### src/rtl/rom_fetch.sv
// rom_fetch: assembles 8/16/32-bit little-endian reads from a byte-wide paged ROM.
// Waits out pager loads via rom_busy and flags a per-byte busy timeout. Rev 1.0
`default_nettype none

module rom_fetch #(
  parameter logic [23:0] TIMEOUT = 24'd12000000
) (
  input  logic        clk,
  input  logic        reset,
  input  logic [23:0] cpu_address,
  input  logic [1:0]  cpu_size,
  input  logic        cpu_start,
  output logic [31:0] cpu_data,
  output logic        cpu_ready,
  output logic        cpu_error,
  output logic        cpu_busy,
  output logic [23:0] rom_address,
  output logic        rom_enable,
  input  logic [7:0]  rom_data,
  input  logic        rom_busy
);

  typedef enum logic [1:0] {
    IDLE   = 2'd0,
    SETTLE = 2'd1,
    SAMPLE = 2'd2
  } state_t;

  state_t      state;
  logic [1:0]  index;
  logic [1:0]  last_index;
  logic [23:0] timer;
  logic [23:0] timer_next;

  assign timer_next = timer + 24'd1;

  always_ff @(posedge clk or posedge reset) begin
    if (reset) begin
      state       <= IDLE;
      index       <= 2'd0;
      last_index  <= 2'd0;
      timer       <= 24'd0;
      cpu_data    <= 32'd0;
      cpu_ready   <= 1'b0;
      cpu_error   <= 1'b0;
      cpu_busy    <= 1'b0;
      rom_address <= 24'd0;
      rom_enable  <= 1'b0;
    end else begin
      case (state)
        IDLE: begin
          cpu_ready <= 1'b0;
          if (cpu_start) begin
            last_index  <= (cpu_size == 2'd0) ? 2'd0 :
                           (cpu_size == 2'd1) ? 2'd1 : 2'd3;
            rom_address <= cpu_address;
            rom_enable  <= 1'b1;
            cpu_busy    <= 1'b1;
            cpu_data    <= 32'd0;
            cpu_error   <= 1'b0;
            index       <= 2'd0;
            timer       <= 24'd0;
            state       <= SETTLE;
          end
        end

        // The pager's busy flag lags an address change by one cycle.
        SETTLE: state <= SAMPLE;

        SAMPLE: begin
          if (rom_busy) begin
            timer <= timer_next;
            if (timer_next >= TIMEOUT) begin
              cpu_error  <= 1'b1;
              cpu_ready  <= 1'b1;
              cpu_busy   <= 1'b0;
              rom_enable <= 1'b0;
              state      <= IDLE;
            end
          end else begin
            cpu_data[{index, 3'b000} +: 8] <= rom_data;
            timer <= 24'd0;
            if (index == last_index) begin
              cpu_ready  <= 1'b1;
              cpu_busy   <= 1'b0;
              rom_enable <= 1'b0;
              state      <= IDLE;
            end else begin
              index       <= index + 2'd1;
              rom_address <= rom_address + 24'd1;
              state       <= SETTLE;
            end
          end
        end

        default: state <= IDLE;
      endcase
    end
  end

endmodule

`default_nettype wire

### config.mk
export PLATFORM = sky130hd
export DESIGN_NAME = rom_fetch
export DESIGN_NICKNAME = d
export VERILOG_FILES = /design/src/rtl/rom_fetch.sv
export SDC_FILE = /design/constraint.sdc
export NUM_CORES = 1
export LEC_CHECK = 0
export ABC_AREA = 1
export CAP_MARGIN = 0
export CORE_MARGIN = 5
export CORE_UTILIZATION = 34
export CTS_CLUSTER_DIAMETER = 50
export DETAILED_ROUTE_END_ITERATION = 10
export PLACE_DENSITY = 0.61
export SLEW_MARGIN = 20
export SYNTH_ARGS = -nofsm -noshare
export SYNTH_HDL_FRONTEND = slang
export SYNTH_SLANG_ARGS = --single-unit
### constraint.sdc
create_clock -name clk -period 3.5 [get_ports clk]
set_input_delay 0.35 -clock clk [delete_from_list [all_inputs] [get_ports clk]]
set_output_delay 0.35 -clock clk [all_outputs]
set_load 0.1 [all_outputs]
Word level (Yosys, flattened, before mapping)
Cells that the tools add are included.

storage, ports and cells
  flip-flop bits (word level) = 89
  latch bits = 0
  bits in writable memories = 0
  memory bits (read-only) = 0
  bits of input ports = 38
  output and inout port bits = 60
  logic and storage cells = 72
  memories kept = 0

cells by class
  add/subtract/negate cells = 4
  $mul = 0
  div/mod/pow operators = 0
  $lt $le $gt $ge = 1
  equal/unequal tests = 11
  shifts and indexed selects = 2
  mux-type cells = 34
  bitwise operators = 0
  reductions and logical operators = 11

operator list
  operator                  count
  $mux W24                  5
  $pmux W24 S2              2
  $mux W32                  2
  $pmux W32 S2              1
  $add A24 B1 Y24 const B   2
  $bwmux W32                1
  $shift A8 B7 Y32 const A  1
  $shiftx A8 B7 Y32         1
  $ge A24 B24 Y1 const B    1
  $mux W2                   8
  $reduce_and A4 Y1         3
  $mux W1                   10
  $ne A2 B2 Y1 const B      5
  $neg A5 Y7                1
  $ne A3 B3 Y1 const B      2
  $pmux W1 S2               3
  $pmux W2 S3               1
  $reduce_and A2 Y1         3
  $reduce_and A3 Y1         2
  $eq A2 B1 Y1 const B      2
  $logic_not A2 Y1          2
  $pmux W2 S2               1
  $add A2 B1 Y2 const B     1
  $eq A2 B2 Y1              1
  2 further kinds           2

Logic depth before layout (Yosys ltp)
Gate-level depths: netlist of run 1.

  depth in word-level cells = 5
  gate-level depth with buffers = 16
  depth with buffers taken out = 16

Worst setup path after synthesis of run 1
OpenSTA, ideal clock, no wires.

  kind = register to register
  start = register rom_address[0]
  end = register rom_address[20]
  library setup time = 0.130 ns
  arrival time = 2.464 ns
  data required time = 3.370 ns
  path slack = 0.906 ns
  stages on the path, launching flop included = 10
  path buffers = 0
  period minus slack after synthesis = 2.594 ns
  cells stage by stage = dfrtp_1 -> ha_1 -> nand3_1 -> nor3_2 -> nand2_1 -> nor4_1 -> nand2_1 -> xor2_1 -> nor2_1 -> o22ai_1

on the way
  longest elaborated chain between the ends = 4

ends and longest elaborated chain
  item                    RTL line  RTL
  start, declared         17        output logic [23:0] rom_address,
  start signal, assigned  56        rom_address <= cpu_address;
  start signal, assigned  90        rom_address <= rom_address + 24'd1;
  $add A24 B1 Y24         90
  $mux W24                83        if (index == last_index) begin
  $mux W24                71        if (rom_busy) begin
  $pmux W24 S2            50        case (state)

Every way passes these cells. The select of a mux whose other input is x is not followed.
A chain may end at the register's enable or synchronous reset.

Worst setup path in the final report of run 1
  start = register state[0]
  end = register rom_address[16]

on the way
  longest elaborated chain between the ends = 3
  elaborated cells between the ends (all ways) = 8
  classes of those cells = eq/ne (4); mux (1); reduce/logical (3)

ends and longest elaborated chain
  item                                                          RTL line  RTL
  start, declared                                               29        state_t state;
  start signal, assigned                                        39        state <= IDLE;
  start signal, assigned                                        63        state <= SETTLE;
  start signal, assigned                                        68        SETTLE: state <= SAMPLE;
  $eq A2 B2 Y1 or $logic_not A2 Y1 (tied branches)              50
  $ne A2 B2 Y1 (no line) or $reduce_bool A2 Y1 (tied branches)  --
  $reduce_and A4 Y1 (no line)                                   --

Several ways; a longest one is shown, not always the timed one.

==> key figures, run 1 <==
Outcome
  • Status: finished clean

Synth
  • Post-Syn Instances: between 600 and 700
  • Post-synth top area share: 0.438
  • Xor/xnor share of the synthesized area: 0.0241
  • #FFs+latches synth: 89
  • Mux cell area share after synthesis: 0
  • Post-synth cell types: 36
  • Mean Syn Cell Area: 7.29 µm²
  • Post-synthesis simple-gate area fraction: 0.292
  • Seq/Total Area, Yosys: 0.438
  • Synthesized cell area: 0.00509 mm²
  • Largest family of logic cells by synthesized area: simple AND/OR/NAND/NOR gates
  • Synth Warn #: 0
  • Adder-cell share of the synthesized area: 0.0148
  • Synth area leaders: dfrtp_1 44%, nand2_1 12%, inv_1 7.2%
  • Cell taking the most area after synthesis: dfrtp_1
  • Synthesized Nets: 742
  • Synth Area in Compound Gates: 0.137

CTS
  • Hold_buf cts: 0
  • Setup Buffers After CTS: 0
  • CTS max path bufs: 2
  • Clock latency on the worst-skew pair: 340 ps
  • CTS resizes: 0
  • Clock sink count: 89
  • CTS Buf Count: 9
  • CTS tree: done
  • Clock slew at reported path FFs: 60 ps
  • Clock Root Buffer: clkbuf_16
  • H-tree Lvls: 3

Place
  • Dpl hpwl: 10,600 µm
  • Placed cells: 966
  • Pre-CTS WS: approximately 900 ps
  • Global placement routability congestion: between 0.8 and 0.9
  • Number of I/O port buffers: 97
  • Dpl cell area: 0.00626 mm²

Detailed routing
  • Residual DRC: 0
  • Vias per inst: about 4.9
  • 1st-pass router iterations: 5
  • DR WL/cell: approximately 15 µm
  • Iteration-0 DRC count of the detailed router: 345
  • Antenna Nets Post-Route: 0
  • Routed WL: between 10,000 and 15,000 µm
  • Via count: 4,845

Worst setup path
  • Crit Path Max Fanout: 42
  • Required time worst endpoint: 3750 ps
  • Critical path type: reg2reg
  • Crit path DAT: ~2800 ps
  • Crit end category: register
  • Startpoint types: register

Timing
  • Crit share post-route: 0.726
  • Final worst slack: between 900 and 1000 ps
  • Period minus WS final: 2540 ps
  • Final setup TNS: 0 ps
  • Worst clock skew: 10.5 ps
  • Unrepaired setup endpoints after global routing: no
  • Final setup fails: 0
  • Final Hold Fails: 0
  • Max Clock Freq: 394 MHz
  • Slew @ Worst Pin: around 1000 ps
  • Rel. slew slack: 0.327
  • Max-slew violations: 0

Floorplanning
  • Die area: 0.0175 mm²
  • Die width: 132 µm
  • Rows: 44
  • Die height: between 100 and 150 µm
  • Core ar.: 0.0146 mm²
  • Initial Util: 0.349
  • Ports: 98

Cells and area
  • Multi-input logic area: 0.00239 mm²
  • Commonest non-fill, non-tap cell in the layout: nand2_1
  • Most frequent cells in the layout: 163 x nand2_1, 97 x inv_1, 97 x clkdlybuf4s50_1
  • Nets: 837
  • Layout cells sized above 1: 0.0576
  • Register Area: between 0.002 and 0.0025 mm²
  • Fillcell total: ~1,500
  • Ant. Diodes: 0
  • Final Cell Area: 0.00654 mm²
  • Finished Layout Cells: 982
  • Syn-to-layout area delta: 28.6%

Global route
  • Number of global-route vias before repair: 4,809
  • Grt total ovfl: 0
  • Largest net degree at the start of global routing: 52
  • Antenna violations before repair: 0
  • First-pass GRT wire length: approximately 24,000 µm
  • Global Route Usage Sum: 0.166

Pwr
  • PD cells: 866 mW/mm²
  • Maximum vdd drop: 0.000733 V
  • Static Leak: 2.74 nW
  • Total power: between 5 and 6 mW

Min path
  • HP Class: in2async

Job
  • Max cap viols: 0
## metrics by stage
step,util,hold slack (ps)
floorplan,-,460
global placement,0.429,461
detailed placement,0.429,480
CTS,0.448,480
global route,0.449,517
finish,0.449,453
## final timing paths
check	startpoint	to	slack, ps	depth (start not counted)
min	reset	cpu_data[26]	450	2
min in group clk	cpu_ready	cpu_ready	480	2
max in group asynchronous	reset	cpu_ready	2320	3
max	state[0]	rom_address[16]	960	10
max reg2reg	state[0]	rom_address[16]	960	10
min reg2reg	cpu_ready	cpu_ready	480	2
## cell type report
class,instances,area share
multi-input cells,485,0.365
flip-flops and latches,89,0.340
repair buffers,103,0.157
inverters,105,0.0604
clock buffers,13,0.0382
well taps,184,0.0352
clock inverters,3,0.00382
## registers in the layout (all words and copies together), names as in the netlist
| name | count |
|---|---|
| cpu_data | 32 |
| rom_address | 24 |
| timer | 24 |
| index | 2 |
| last_index | 2 |
| state | 2 |
| cpu_error | 1 |
| cpu_ready | 1 |
| rom_enable | 1 |
## logic make-up after synthesis
kind of cell | count (synthesis)
fa+ha+maj | 6
simple gates | 339
compound gates | 126
buf+inv | 124
flops | 89
xor+xnor | 14
## synthesized netlist by cell type (all sizes together)
library cell / count
nor4: 5
buf: 8
nor2: 75
o32ai: 1
a21oi: 20
o22ai: 23
dfrtp: 89
inv: 104
clkinv: 1
or2: 2
a22oi: 2
nor3: 18
nand3: 61
nor3b: 2
nand2: 165
nand4: 10
ha: 6
a2bb2oi: 2
o21ai: 68
a31oi: 5
o211ai: 5
xnor2: 3
xor2: 11
clkbuf: 11
and3: 1
## routing by layer
layer	track usage	part of all wire
met5	0	0
met1	0.225	0.47
met4	0.0373	0.011
met3	0.0405	0.046
met2	0.270	0.47
## critical path: stages (launching register included)
cell and delay (ps):
dfrtp_1 370, inv_1 90, nand2_2 310, nor2_1 280
nor2_2 110, inv_1 170, nand2_1 80, buf_4 190
inv_2 460, o21ai_0 220, o22ai_1 170
## power by group
| part | leakage [nW] | switching [mW] | internal [mW] |
|---|---|---|---|
| combinational | 1.44 | 2.46 | 0.739 |
| clock | 0.130 | 0.420 | 0.506 |
| sequential | 1.18 | 0.277 | 1.27 |
Power figures use the tool's default switching activity.
==> inputs of run 2 (changes only) <==
==> constraint.sdc (replaced) <==
create_clock -name clk -period 2.4 [get_ports clk]
set_input_delay 0.24 -clock clk [delete_from_list [all_inputs] [get_ports clk]]
set_output_delay 0.24 -clock clk [all_outputs]
set_load 0.1 [all_outputs]
==> key figures, run 2 (synthesized netlist as in run 1, its figures left out) <==
Pwr
  • Total power: 8.34 mW (+47%)
  • Reg power frac: 0.271 (-0.002)
  • Maximum vdd drop: 0.00114 V (+55%)
  • Static Leak: 2.87 nW (+4.7%)
  • Internal Power: 3.73 mW (+48%)
  • Clock power share: 0.173 (+0.010)
  • Net Sw Frac: 0.553 (-0.00320)
  • Net switching power: 4.62 mW (+46%)
  • Combinational share of power: 0.556 (-0.008)
  • PD cells: 1290 mW/mm² (+49%)

Timing
  • Slew @ Worst Pin: 945 ps (-60.6 ps)
  • Final Hold Fails: 0 (unchanged)
  • Period minus WS final: 2180 ps (-360 ps)
  • Max Clock Freq: 459 MHz (+16%)
  • Unrepaired setup endpoints after global routing: no
  • Worst clock skew: 8.30 ps (-2.23 ps)
  • Rel. slew slack: 0.370 (+0.0425)
  • Final setup fails: 0 (unchanged)
  • Max-slew violations: 0 (unchanged)
  • Crit share post-route: 0.909 (+0.183)

Worst setup path
  • Crit end category: register
  • Startpoint types: register
  • Crit path DAT: 2390 ps (-400 ps)
  • Worst reg2reg path depth: 9 (-1)
  • Critical path type: reg2reg
  • Required time worst endpoint: 2610 ps (-1140 ps)
  • Reg2reg start: rom_address[0]
  • Crit Path Max Fanout: 6 (-86%)
  • Reg-to-reg endpoint: rom_address[20]
  • Setup slack, reg-to-reg: 220 ps (-740 ps)

Global route
  • Largest net degree at the start of global routing: 79 (+52%)
  • Grt total ovfl: 0 (unchanged)
  • First-pass GRT wire length: 24,800 µm (+3.0%)
  • Number of global-route vias before repair: 4,841 (+0.67%)
  • Global Route Usage Sum: 0.170 (+0.00351)
  • Antenna violations before repair: 0 (unchanged)

CTS
  • Clock slew at reported path FFs: 70 ps (about the same)
  • Hold_buf cts: 0 (unchanged)
  • CTS resizes: 0 (unchanged)
  • CTS tree: done
  • Setup Buffers After CTS: 0 (unchanged)
  • Clock Root Buffer: clkbuf_16
  • CTS Buf Count: 9 (unchanged)
  • H-tree Lvls: 3 (unchanged)
  • Clock latency on the worst-skew pair: 350 ps (about the same)
  • CTS max path bufs: 2 (unchanged)
  • Clock sink count: 89 (unchanged)

Cells and area
  • Util after Layout: 0.443 (-0.00515)
  • Reg with most FFs: cpu_data
  • Syn-to-layout area delta: 27.1%
  • Largest register FFs: 32 (unchanged)
  • Nets: 844 (+0.84%)
  • Layout cells sized above 1: 0.143 (+0.0854)
  • Most frequent cells in the layout: 163 x nand2_1, 97 x inv_1, 87 x dfrtp_1
  • Largest registers: cpu_data (32), rom_address (24), timer (24)
  • Ant. Diodes: 0 (unchanged)
  • Commonest non-fill, non-tap cell in the layout: nand2_1

Detailed routing
  • Iteration-0 DRC count of the detailed router: 339 (-1.7%)
  • 1st-pass router iterations: 6 (+1)
  • Routed WL: 14,500 µm (+0.29%)
  • Via count: 4,865 (+0.41%)
  • Antenna Nets Post-Route: 0 (unchanged)
  • Residual DRC: 0 (unchanged)
  • DR WL/cell: 14.7 µm (-0.32%)
  • Vias per inst: 4.92 (-0.20%)

Floorplanning
  • Initial Util: 0.349 (unchanged)
  • Rows: 44 (unchanged)
  • Die area: 0.0175 mm² (unchanged)
  • Die height: 132 µm (unchanged)
  • Die width: 132 µm (unchanged)
  • Ports: 98 (unchanged)
  • Core ar.: 0.0146 mm² (unchanged)

Place
  • Global placement routability congestion: 0.840 (-0.49%)
  • Dpl hpwl: 10,700 µm (+0.79%)
  • Number of I/O port buffers: 97 (unchanged)

Job
  • Max cap viols: 0 (unchanged)

Min path
  • HP Class: in2async

Outcome
  • Status: finished clean
run 2: power by group through the flow:
stage | combinational [mW] | clock, mW | sequential [mW]
3_5_place_dp | 4.66 | 0 | 2.28
6_report | 4.64 | 1.44 | 2.26
4_1_cts | 4.67 | 1.47 | 2.26
5_1_grt | 4.98 | 1.53 | 2.33
3_3_place_gp | 4.64 | 0 | 2.29
2_1_floorplan | 1.59 | 0 | 4.20
run 2: layout make-up:
cell class,instances,area (µm²)
Multi-Input combinational cell,485,2380
Inverter,105,398
Tap cell,184,230
Clock buffer,11,243
Clock inverter,4,53.8
Timing Repair Buffer,110,931
Fill cell,1489,8120
Sequential cell,89,2230
run 2: per-stage QoR:
step                      std cells  setup slack (ps)  area [µm²]  hold WS [ps]  setup TNS (ps)
after floorplan                 698             -20.9        5090           350           -20.9
after global placement          973               216        6170           506               0
after detailed placement        973               113        6170           504               0
after CTS                       988               221        6470           214               0
after global routing            988              33.7        6470           238               0
final                           988               219        6470           207               0
run 2: per-layer routing:
metal / up-vias / track usage / routed length, µm / share of wire
met2: 120 / 0.269 / 6790 / 0.47
met1: 2243 / 0.237 / 6870 / 0.47
li1: 2485 / - / - / -
met4: 0 / 0.0532 / 203 / 0.014
met5: - / 0 / 0 / 0
met3: 17 / 0.0298 / 645 / 0.044
run 2: worst max-delay path by stage:
| stage | start | end | slack, ps | cells after the start |
|---|---|---|---|---|
| finish | rom_address[0] | rom_address[20] | 220 | 9 |
| global route | rom_address[0] | rom_address[20] | 30 | 9 |
| floorplan | rom_address[4] | rom_address[20] | -20 | 8 |
| global placement | cpu_start | rom_address[18] | 220 | 9 |
| CTS | rom_address[0] | rom_address[20] | 220 | 9 |
| detailed placement | cpu_start | rom_address[20] | 110 | 9 |
run 2: critical path, stage by stage, from the launching register on:
cell	delay (ps)
dfrtp_2	420
ha_1	200
nand3_1	160
nor3_2	220
nand2_1	170
nor4_1	420
nand2_1	120
xor2_1	170
nor2_1	90
o22ai_1	70
==> inputs of run 3 (changes only) <==
--- a/config.mk
+++ b/config.mk
@@ -7,12 +7,14 @@
 export LEC_CHECK = 0
 export ABC_AREA = 1
 export CAP_MARGIN = 0
+export CELL_PAD_IN_SITES_DETAIL_PLACEMENT = 0
+export CELL_PAD_IN_SITES_GLOBAL_PLACEMENT = 1
 export CORE_MARGIN = 5
 export CORE_UTILIZATION = 34
 export CTS_CLUSTER_DIAMETER = 50
 export DETAILED_ROUTE_END_ITERATION = 10
-export PLACE_DENSITY = 0.61
-export SLEW_MARGIN = 20
+export PLACE_DENSITY = 0.79
 export SYNTH_ARGS = -nofsm -noshare
 export SYNTH_HDL_FRONTEND = slang
 export SYNTH_SLANG_ARGS = --single-unit
+export TNS_END_PERCENT = 30
==> key figures, run 3 (synthesized netlist as in run 1, its figures left out) <==
Outcome
  • Status: finished clean

Detailed routing
  • 1st-pass router iterations: 5 (-1)
  • Iteration-0 DRC count of the detailed router: 271 (-20%)
  • Antenna Nets Post-Route: 0 (unchanged)
  • Routed WL: 14,800 µm (+2.2%)
  • Vias per inst: 4.98 (+1.0%)
  • DR WL/cell: 15.0 µm (+2.0%)
  • Via count: 4,926 (+1.3%)
  • Residual DRC: 0 (unchanged)

Pwr
  • Maximum vdd drop: 0.00109 V (-4.2%)
  • Net switching power: 4.65 mW (+0.76%)
  • PD cells: 1290 mW/mm² (about the same)
  • Internal Power: 3.74 mW (+0.25%)
  • Clock power share: 0.173 (about the same)
  • Combinational share of power: 0.557 (about the same)
  • Static Leak: 2.88 nW (+0.29%)
  • Reg power frac: 0.270 (about the same)
  • Net Sw Frac: 0.555 (+0.00126)

Timing
  • Max Clock Freq: 471 MHz (+2.8%)
  • Final worst slack: 278 ps (+58.6 ps)
  • WHS: 388 ps (+181 ps)
  • Max-slew violations: 0 (unchanged)
  • Final setup fails: 0 (unchanged)
  • Final Hold Fails: 0 (unchanged)
  • Worst clock skew: 7.04 ps (-1.26 ps)
  • Unrepaired setup endpoints after global routing: no
  • Crit share post-route: 0.884 (-0.0244)
  • Period minus WS final: 2120 ps (-58.6 ps)
  • Rel. slew slack: 0.584 (+0.214)
  • Slew @ Worst Pin: 623 ps (-323 ps)

Place
  • Dpl hpwl: 11,000 µm (+2.8%)
  • Global placement routability congestion: 0.850 (+1.1%)
  • Placed cells: 974 (+0.10%)
  • Number of I/O port buffers: 97 (unchanged)
  • Pre-CTS WS: 132 ps (+19.1 ps)

Global route
  • Grt total ovfl: 0 (unchanged)
  • Largest net degree at the start of global routing: 90 (+14%)
  • Antenna violations before repair: 0 (unchanged)
  • Number of global-route vias before repair: 4,877 (+0.74%)
  • First-pass GRT wire length: 24,500 µm (-1.3%)
  • Global Route Usage Sum: 0.169 (-0.000721)

Floorplanning
  • Die width: 132 µm (unchanged)
  • Rows: 44 (unchanged)
  • Ports: 98 (unchanged)
  • Die area: 0.0175 mm² (unchanged)
  • Initial Util: 0.349 (unchanged)
  • Die height: 132 µm (unchanged)
  • Core ar.: 0.0146 mm² (unchanged)

Cells and area
  • Layout cells sized above 1: 0.149 (+0.00585)
  • Syn-to-layout area delta: 27.8%
  • Multi-input logic area: 0.00240 mm² (+0.73%)
  • Nets: 845 (+0.12%)
  • Most frequent cells in the layout: 163 x nand2_1, 97 x inv_1, 88 x dfrtp_1
  • Fillcell total: 1,478 (-0.74%)
  • Finished Layout Cells: 990 (+0.20%)
  • Ant. Diodes: 0 (unchanged)
  • Reg with most FFs: cpu_data
  • Largest register FFs: 32 (unchanged)
  • Largest registers: cpu_data (32), rom_address (24), timer (24)
  • Register Area: 0.00223 mm² (about the same)
  • Commonest non-fill, non-tap cell in the layout: nand2_1

CTS
  • Clock slew at reported path FFs: 70 ps (about the same)
  • Clock Root Buffer: clkbuf_16
  • CTS max path bufs: 2 (unchanged)
  • Clock sink count: 89 (unchanged)
  • CTS resizes: 0 (unchanged)
  • CTS Buf Count: 9 (unchanged)
  • H-tree Lvls: 3 (unchanged)
  • CTS tree: done
  • Hold_buf cts: 0 (unchanged)
  • Clock latency on the worst-skew pair: 340 ps (about the same)
  • Setup Buffers After CTS: 0 (unchanged)

Worst setup path
  • Crit Path Max Fanout: 5 (-1)
  • Startpoint types: register
  • Crit end category: register
  • Crit path DAT: 2360 ps (-30 ps)
  • Required time worst endpoint: 2630 ps (+20 ps)
  • Crit path from: timer[0]
  • Critical path type: reg2reg
  • Reg2reg start: timer[0]

Job
  • Max cap viols: 0 (unchanged)

Min path
  • HP Class: in2async
## run 3: area by class of cell
| type | instances | area share |
|---|---|---|
| clock buffers | 11 | 0.0373 |
| clock inverters | 5 | 0.00962 |
| inverters | 105 | 0.0612 |
| multi-input cells | 485 | 0.369 |
| flip-flops and latches | 89 | 0.343 |
| well taps | 184 | 0.0354 |
| repair buffers | 111 | 0.144 |
## run 3: layer usage
| metal | part of all wire | wire (µm) | global-route usage |
|---|---|---|---|
| met1 | 0.45 | 6730 | 0.220 |
| met2 | 0.48 | 7090 | 0.277 |
| met3 | 0.049 | 726 | 0.0443 |
| met4 | 0.019 | 279 | 0.0515 |
| met5 | 0 | 0 | 0 |
## run 3: through the flow
step	area [µm²]	util	setup TNS, ps	total power, mW
after CTS	6480	0.444	0	8.44
after global placement	6180	0.423	0	6.91
after detailed placement	6180	0.423	0	6.95
after floorplan	5090	-	-337	5.79
final	6500	0.446	0	8.39
after global routing	6500	0.446	0	8.86
## run 3: worst paths after layout
check,end,cells after the start,slack (ps)
worst min-delay path,timer[0],3,390
worst min register to register,last_index[1],2,500
max in group asynchronous,rom_address[0],3,1640
min in group clk,rom_address[1],3,460
worst max register to register,rom_enable,16,280
worst max-delay path,rom_enable,16,280
## run 3: power groups by stage
stage          registers, mW  logic [mW]  clock network [mW]
2_1_floorplan           4.20        1.59                   0
3_3_place_gp            2.28        4.64                   0
3_5_place_dp            2.28        4.67                   0
4_1_cts                 2.26        4.68                1.49
5_1_grt                 2.32        4.99                1.55
6_report                2.27        4.67                1.45
## run 3: critical path: stages (launching register included)
cell     delay [ps]
dfrtp_1         430
ha_2            240
nand3_2         110
inv_2           100
nand2_1         110
nor2_2          180
nand2_1          80
nand2_1          90
nand2_1          50
inv_1            50
nand2_1          70
nand2_1          90
nand3_2         100
nand3_2         120
nand3_1          80
nand2_1          60
nand2_1          50
